<file path="config.mk">
export PLATFORM = sky130hd
export DESIGN_NAME = ram_access_arbiter_flat
export DESIGN_NICKNAME = d
export VERILOG_FILES = /design/src/rtl/ram_access_arbiter_if.sv /design/src/rtl/ram_access_arbiter.sv /design/src/flat_wrapper.sv
export SDC_FILE = /design/constraint.sdc
export NUM_CORES = 1
export LEC_CHECK = 0
export BUFFER_PORTS_ARGS = -buffer_cell sky130_fd_sc_hd__buf_2
export CORE_ASPECT_RATIO = 1.75
export CORE_UTILIZATION = 44
export DETAILED_ROUTE_END_ITERATION = 8
export GPL_ROUTABILITY_DRIVEN = 1
export GPL_TIMING_DRIVEN = 0
export PLACE_DENSITY = 0.77
export SLEW_MARGIN = 0
export SYNTH_ARGS = -nofsm -noshare
export SYNTH_HDL_FRONTEND = slang
export SYNTH_SLANG_ARGS = --single-unit
export TNS_END_PERCENT = 50
</file>
<file path="constraint.sdc">
create_clock -name clk -period 1.7 [get_ports clk]
set_clock_uncertainty 0.2 [all_clocks]
set_input_delay 0.51 -clock clk [delete_from_list [all_inputs] [get_ports clk]]
set_output_delay 0.51 -clock clk [all_outputs]
set_load 0.05 [all_outputs]
</file>
<file path="src/rtl/ram_access_arbiter_if.sv">
// Bundles the two requester handshakes, the clear command and the RAM control pins
// between the arbiter (slave) and its environment (master).
interface ram_access_arbiter_if #(
  parameter int unsigned ADDR_W = 4,
  parameter int unsigned DATA_W = 8
);
  logic              req0;
  logic              we0;
  logic [ADDR_W-1:0] addr0;
  logic [DATA_W-1:0] wdata0;
  logic              ack0;
  logic              req1;
  logic              we1;
  logic [ADDR_W-1:0] addr1;
  logic [DATA_W-1:0] wdata1;
  logic              ack1;
  logic [DATA_W-1:0] rdata;
  logic              clr_req;
  logic              clr_ack;
  logic              busy;
  logic [ADDR_W-1:0] ram_addr;
  logic [DATA_W-1:0] ram_din;
  logic              ram_we;
  logic              ram_rst;
  logic [DATA_W-1:0] ram_dout;

  modport master (
    output req0, we0, addr0, wdata0, req1, we1, addr1, wdata1, clr_req, ram_dout,
    input  ack0, ack1, rdata, clr_ack, busy, ram_addr, ram_din, ram_we, ram_rst
  );

  modport slave (
    input  req0, we0, addr0, wdata0, req1, we1, addr1, wdata1, clr_req, ram_dout,
    output ack0, ack1, rdata, clr_ack, busy, ram_addr, ram_din, ram_we, ram_rst
  );
endinterface

</file>
<file path="src/rtl/ram_access_arbiter.sv">
// Arbitrates a single-port registered 16x8 RAM between two requesters and a clear-all
// command; every output comes straight from a flop.
module ram_access_arbiter #(
  parameter int unsigned ADDR_W = 4,
  parameter int unsigned DATA_W = 8
) (
  input logic                 clk,
  input logic                 reset,
  ram_access_arbiter_if.slave bus
);

  localparam logic [2:0] IDLE    = 3'd0;
  localparam logic [2:0] CLEAR   = 3'd1;
  localparam logic [2:0] ACCESS  = 3'd2;
  localparam logic [2:0] CAPTURE = 3'd3;
  localparam logic [2:0] DONE    = 3'd4;

  logic [2:0]        state,     state_nxt;
  logic              sel,       sel_nxt;
  logic              rr_last,   rr_nxt;
  logic              ack0_q,    ack0_nxt;
  logic              ack1_q,    ack1_nxt;
  logic              clr_ack_q, clr_ack_nxt;
  logic              busy_q,    busy_nxt;
  logic              we_q,      we_nxt;
  logic              rst_q,     rst_nxt;
  logic [ADDR_W-1:0] addr_q,    addr_nxt;
  logic [DATA_W-1:0] din_q,     din_nxt;
  logic [DATA_W-1:0] rdata_q,   rdata_nxt;
  logic              pick1;

  // Next-state and next-output decode
  always_comb begin
    state_nxt   = state;
    sel_nxt     = sel;
    rr_nxt      = rr_last;
    ack0_nxt    = ack0_q;
    ack1_nxt    = ack1_q;
    clr_ack_nxt = clr_ack_q;
    we_nxt      = we_q;
    rst_nxt     = rst_q;
    addr_nxt    = addr_q;
    din_nxt     = din_q;
    rdata_nxt   = rdata_q;
    // On a tie the port that did not win last time is served
    pick1       = bus.req1 && (!bus.req0 || !rr_last);

    case (state)
      IDLE: begin
        if (bus.clr_req) begin
          rst_nxt   = 1'b1;
          state_nxt = CLEAR;
        end else if (bus.req0 || bus.req1) begin
          sel_nxt   = pick1;
          rr_nxt    = pick1;
          addr_nxt  = pick1 ? bus.addr1  : bus.addr0;
          din_nxt   = pick1 ? bus.wdata1 : bus.wdata0;
          we_nxt    = pick1 ? bus.we1    : bus.we0;
          state_nxt = ACCESS;
        end
      end
      CLEAR: begin
        rst_nxt     = 1'b0;
        clr_ack_nxt = 1'b1;
        state_nxt   = DONE;
      end
      ACCESS: begin
        // we_q still reflects the granted direction during this cycle
        we_nxt = 1'b0;
        if (we_q) begin
          if (sel) ack1_nxt = 1'b1;
          else     ack0_nxt = 1'b1;
          state_nxt = DONE;
        end else begin
          state_nxt = CAPTURE;
        end
      end
      CAPTURE: begin
        rdata_nxt = bus.ram_dout;
        if (sel) ack1_nxt = 1'b1;
        else     ack0_nxt = 1'b1;
        state_nxt = DONE;
      end
      DONE: begin
        ack0_nxt    = 1'b0;
        ack1_nxt    = 1'b0;
        clr_ack_nxt = 1'b0;
        state_nxt   = IDLE;
      end
      default: begin
        ack0_nxt    = 1'b0;
        ack1_nxt    = 1'b0;
        clr_ack_nxt = 1'b0;
        we_nxt      = 1'b0;
        rst_nxt     = 1'b0;
        state_nxt   = IDLE;
      end
    endcase

    busy_nxt = (state_nxt != IDLE);
  end

  always_ff @(posedge clk) begin
    if (!reset) begin
      state     <= IDLE;
      sel       <= 1'b0;
      rr_last   <= 1'b1;
      ack0_q    <= 1'b0;
      ack1_q    <= 1'b0;
      clr_ack_q <= 1'b0;
      busy_q    <= 1'b0;
      we_q      <= 1'b0;
      rst_q     <= 1'b0;
      addr_q    <= '0;
      din_q     <= '0;
      rdata_q   <= '0;
    end else begin
      state     <= state_nxt;
      sel       <= sel_nxt;
      rr_last   <= rr_nxt;
      ack0_q    <= ack0_nxt;
      ack1_q    <= ack1_nxt;
      clr_ack_q <= clr_ack_nxt;
      busy_q    <= busy_nxt;
      we_q      <= we_nxt;
      rst_q     <= rst_nxt;
      addr_q    <= addr_nxt;
      din_q     <= din_nxt;
      rdata_q   <= rdata_nxt;
    end
  end

  assign bus.ack0     = ack0_q;
  assign bus.ack1     = ack1_q;
  assign bus.clr_ack  = clr_ack_q;
  assign bus.busy     = busy_q;
  assign bus.ram_we   = we_q;
  assign bus.ram_rst  = rst_q;
  assign bus.ram_addr = addr_q;
  assign bus.ram_din  = din_q;
  assign bus.rdata    = rdata_q;

endmodule

</file>
<file path="src/flat_wrapper.sv">
// flat-port wrapper written by rule: the top's interface ports become plain ports
module ram_access_arbiter_flat 
#(
  parameter int unsigned ADDR_W = 4,
  parameter int unsigned DATA_W = 8
)
  (clk, reset, bus_req0, bus_we0, bus_addr0, bus_wdata0, bus_req1, bus_we1, bus_addr1, bus_wdata1, bus_clr_req, bus_ram_dout, bus_ack0, bus_ack1, bus_rdata, bus_clr_ack, bus_busy, bus_ram_addr, bus_ram_din, bus_ram_we, bus_ram_rst);
  ram_access_arbiter_if #(.ADDR_W(ADDR_W), .DATA_W(DATA_W)) bus_i ();
  input logic clk;
  input logic reset;
  input wire logic [$bits(bus_i.req0)-1:0] bus_req0;
  input wire logic [$bits(bus_i.we0)-1:0] bus_we0;
  input wire logic [$bits(bus_i.addr0)-1:0] bus_addr0;
  input wire logic [$bits(bus_i.wdata0)-1:0] bus_wdata0;
  input wire logic [$bits(bus_i.req1)-1:0] bus_req1;
  input wire logic [$bits(bus_i.we1)-1:0] bus_we1;
  input wire logic [$bits(bus_i.addr1)-1:0] bus_addr1;
  input wire logic [$bits(bus_i.wdata1)-1:0] bus_wdata1;
  input wire logic [$bits(bus_i.clr_req)-1:0] bus_clr_req;
  input wire logic [$bits(bus_i.ram_dout)-1:0] bus_ram_dout;
  output wire logic [$bits(bus_i.ack0)-1:0] bus_ack0;
  output wire logic [$bits(bus_i.ack1)-1:0] bus_ack1;
  output wire logic [$bits(bus_i.rdata)-1:0] bus_rdata;
  output wire logic [$bits(bus_i.clr_ack)-1:0] bus_clr_ack;
  output wire logic [$bits(bus_i.busy)-1:0] bus_busy;
  output wire logic [$bits(bus_i.ram_addr)-1:0] bus_ram_addr;
  output wire logic [$bits(bus_i.ram_din)-1:0] bus_ram_din;
  output wire logic [$bits(bus_i.ram_we)-1:0] bus_ram_we;
  output wire logic [$bits(bus_i.ram_rst)-1:0] bus_ram_rst;
  assign bus_i.req0 = bus_req0;
  assign bus_i.we0 = bus_we0;
  assign bus_i.addr0 = bus_addr0;
  assign bus_i.wdata0 = bus_wdata0;
  assign bus_i.req1 = bus_req1;
  assign bus_i.we1 = bus_we1;
  assign bus_i.addr1 = bus_addr1;
  assign bus_i.wdata1 = bus_wdata1;
  assign bus_i.clr_req = bus_clr_req;
  assign bus_i.ram_dout = bus_ram_dout;
  assign bus_ack0 = bus_i.ack0;
  assign bus_ack1 = bus_i.ack1;
  assign bus_rdata = bus_i.rdata;
  assign bus_clr_ack = bus_i.clr_ack;
  assign bus_busy = bus_i.busy;
  assign bus_ram_addr = bus_i.ram_addr;
  assign bus_ram_din = bus_i.ram_din;
  assign bus_ram_we = bus_i.ram_we;
  assign bus_ram_rst = bus_i.ram_rst;
  ram_access_arbiter #(.ADDR_W(ADDR_W), .DATA_W(DATA_W)) u_core (.clk(clk), .reset(reset), .bus(bus_i));
endmodule
</file>
Word-level counts from Yosys, hierarchy flattened
Cells that the tools add are included.

Equal/unequal tests: 8. Mux-type cells: 19. Bitwise gates (word level): 4. Reductions and logical operators: 16.

Operator list (count): 2-to-1 mux 3 bit (3); one-hot mux 3 bit (3 select lines) (1); OR reduction 3 bit (3); 2-to-1 mux 1 bit (8); 2-to-1 mux 8 bit (1); equality test 3 x 2 -> 1 bit (second input constant) (2); one-hot mux 1 bit (2 select lines) (3); one-hot mux 1 bit (3 select lines) (2); AND reduction 3 bit (2); 2-to-1 mux 4 bit (1); inequality test 2 x 1 -> 1 bit (second input constant) (2); inequality test 2 bit (second input constant) (2); inverter 1 bit (4); AND reduction 2 bit (2); OR reduction 2 bit (2); equality test 3 x 1 -> 1 bit (second input constant) (1); equality test 3 bit (second input constant) (1); zero test 3 bit (1); nonzero test 3 bit (1); zero test 1 bit (2); logical OR 1 bit (2); logical AND 1 bit (1).

Register bits after elaboration: 31. Input port bits: 39. Output and inout port bits: 26. Logic and storage cells: 59.

Longest topological paths before layout
Depth in word-level cells: 7. Gate-level depth with buffers: 6. Depth with buffers taken out: 4.

Least setup slack after synthesis
Ideal clock, no wire load.

Path type: input-to-reg. From: in bus_req1. To: reg u_core.din_q[6], in the netlist u_core.bus.ram_din[6]. Library setup time: 0.122 ns. Arrival: 1.211 ns. Required time: 1.378 ns. Path slack: 0.167 ns. Cell stages on the path: 4. Buffers on the path: 1. Path through: a21boi_4 > buf_12 > mux2i_1 > a21oi_2.

Cells in the longest elaborated chain, start to end: 2. Elaborated cells on any way between the ends: 4. Classes of those cells: mux: 1; reduce/logical: 3.

RTL lines: from (decl) (line flat_wrapper.sv:15) `input wire logic [$bits(bus_i.req1)-1:0] bus_req1;`; logical OR 1 bit or logical AND 1 bit (tied branches) (line ram_access_arbiter.sv:53, ram_access_arbiter.sv:46); AND reduction 3 bit (no source line) or 2-to-1 mux 8 bit (tied branches); to (signal assigned) (line ram_access_arbiter.sv:128) `din_q <= din_nxt;`; to (decl) (line ram_access_arbiter.sv:28) `logic [DATA_W-1:0] din_q, din_nxt;`.

Several ways; a longest one is shown, not always the timed one. A chain may end at the register's enable or synchronous reset.

Worst setup path after layout
From: reg u_core.we_q, in the netlist u_core.bus.ram_we. To: out bus_ram_we.

RTL lines: from (decl) (line ram_access_arbiter.sv:25) `logic we_q, we_nxt;`; from (signal assigned) (line ram_access_arbiter.sv:125) `we_q <= we_nxt;`; to (decl) (line flat_wrapper.sv:28) `output wire logic [$bits(bus_i.ram_we)-1:0] bus_ram_we;`.

No word-level cell between the ends.

==> impl_metrics.ini <==
[cts]
cts-hold-fix-buffers = 0
cts.clk_slew.worst_paths_ns = 0.06
clockBufferDepth = 2
cts-resized-gates = 0
cts_tree = yes
cts.sinks = 31
cts-root-buf = clkbuf_8
clk_latency_ns = 0.28
postCtsSetupRepairBufs = 0
cts_made_buffers = 5
cts-htree-levels = 2

[layout]
fin_cells = 229
antenna_cells = 0
synthToLayoutAreaGrowth_pct = 34.0
final_cell_mix = 64 x buf_2, 31 x dfxtp_1, 21 x mux2i_1
fillCellCount = 228
nNetsFinal = 241
drive_above_1_share_pct = 39.6
mostFrequentLayoutCell = buf_2

[timing]
worstMarginPinSlew_ns = 0.365
hold_viol = 0
fmax_ghz = 0.615
worst_hold_slack_ns = 0.268
period_minus_slack_ns = 1.63
setup_viol = 0
finalCritPeriodShare_pct = 95.7
fin_ws_ns = 0.0738
setup_tns_ns = 0
final_max_slew_viol_count = 0
maxSlewHeadroom_pct = 75.6
grt_setup_unrepaired = false

[detailed_routing]
detail_route.wl_per_cell_um = 13.4
vias_per_cell = 5.25
antenna_left = 0
drt-initial-drc-count = 27
met3_length_um = 211
wl_met2_mm = 1.65
met1Wirelength_mm = 1.17
drc = 0
top_layer = met4
firstDrtPassIters = 4
routed_wl_mm = 3.07
num_vias = 1203

[yosys]
yosysSeqAreaShare_pct = 47.5
ys_seq_elements = 31
syn-num-nets = 170
synth.cell_area_mm2 = 0.00131
yosysUniqueCellTypes = 29
syn_inst = 131
postSynthAreaPerCell_um2 = 9.98
yosysWarnings = 0

[die]
initial_core_util_pct = 47.5
dieWidth_um = 43.2
fp.coreArea_mm2 = 0.00275
dieHeight_um = 74.1
dieArea_mm2 = 0.00320
ios = 65
fp-row-count = 25

[global_routing]
antenna_found_initial = 0
globalRouteTotalUtil_pct = 20.0
grt_start_max_net_pins = 11
grt_overflow = 0
grt_pass1_wl_mm = 4.80
first_global_vias = 1169

[pwr]
ir_drop_uv = 755
total_leakage_power_uw = 0.000888
power.total_uw = 1910
p_per_area_mw_per_mm2 = 1090

[placed_design]
io_buffer_count = 64
placed_cells = 222
post-dp-hpwl_mm = 2.27
place_congestion = 0.853
place_worst_setup_slack_ns = -0.0820

[critical_path]
crit_start = u_core.bus.ram_we
arrival_ns = 0.92
r2r_start = u_core.state[0]
required_ns = 0.99
criticalPathCategory = register to output pin
cp_max_fo = 5
crit_chain = clkbuf_4
start_kind = register
crit_slowest_cell = dfxtp_1
critPathMaxStageDelay_ns = 0.38
critPathBufInv = 1
crit_family = flip-flops
worst_setup_path_end_kind = output pin

[hold_path]
hold_class = register to register
min_from = u_core.bus.clr_ack

[flow_run]
drv_cap = 0

[status]
status = completed
==> area by class of cell <==
cell class                 count  area (um2)  share of cell area, %
timing repair buffer          64         323                   18.4
buffer                         6        51.3                   2.93
inverter                       2        7.51                  0.429
clock buffer                   6        82.6                   4.71
tap                           27        33.8                   1.93
multi-input combinational     92         628                   35.9
sequential                    31         621                   35.4
clock inverter                 1        5.00                  0.286
==> final timing paths <==
kind | to | slack [ns] | depth (start not counted)
worst min-delay path | u_core.bus.clr_ack | 0.27 | 2
worst max-delay path | bus_ram_we | 0.07 | 1
worst min register to register | u_core.bus.clr_ack | 0.27 | 2
worst max register to register | u_core.bus.ram_addr[1] | 0.18 | 6
==> synth_stat cells <==
cell type	number	area, um2
o211ai_1	1	7.51
o211a_4	1	17.5
buf_1	1	3.75
buf_4	1	7.51
nand3_1	1	5.00
a21boi_0	2	15.0
buf_2	1	5.00
dfxtp_1	31	621
nand2_4	1	11.3
nor2_1	5	18.8
a21oi_2	1	8.76
nand2_1	6	22.5
buf_12	1	20.0
inv_1	2	7.51
a21boi_4	1	18.8
o21a_1	1	7.51
nor3_1	2	10.0
nor2_4	1	11.3
a211oi_1	1	7.51
and2b_1	1	7.51
clkbuf_1	1	3.75
nand2b_1	3	18.8
mux2i_1	21	210
a21oi_1	17	85.1
o22ai_1	1	6.26
nand3b_1	1	7.51
o21ai_0	15	75.1
buf_6	1	11.3
nor2b_1	9	56.3
==> routing by layer <==
layer | GRT usage (%) | vias up
met5 | 0 | -
li1 | - | 601
met3 | 7.52 | 4
met1 | 19.8 | 543
met4 | 7.41 | 0
met2 | 37.0 | 55
==> cells by family after synthesis <==
| family | after synthesis | synth area share (%) |
|---|---|---|
| AOI/OAI and AO/OA | 41 | 19.0 |
| buffers and inverters | 8 | 4.50 |
| DFF | 31 | 47.5 |
| muxes | 21 | 16.1 |
| and+or+nand+nor | 30 | 12.9 |
==> flip-flops by register name, indices dropped and copies added (netlist names) <==
signal,count
u_core.bus.ram_we,1
u_core.bus.ram_din,8
u_core.bus.ack0,1
u_core.bus.ram_rst,1
u_core.bus.ack1,1
u_core.sel,1
u_core.rr_last,1
u_core.bus.ram_addr,4
u_core.state,3
u_core.bus.clr_ack,1
u_core.bus.busy,1
u_core.bus.rdata,8
==> stage by stage <==
stage          instance area, um2  util [%]
3_5_place_dp                 1660      60.4
4_1_cts                      1750      63.5
2_1_floorplan                1310         -
6_report                     1750      63.6
3_3_place_gp                 1660      60.4
5_1_grt                      1750      63.6
==> report_power, final <==
part	internal (uW)	leakage [uW]	switching, uW
sequential	791	0.000254	37.2
combinational	169	0.000587	343
clock	317	0.0000470	255
Power figures use the tool's default switching activity.
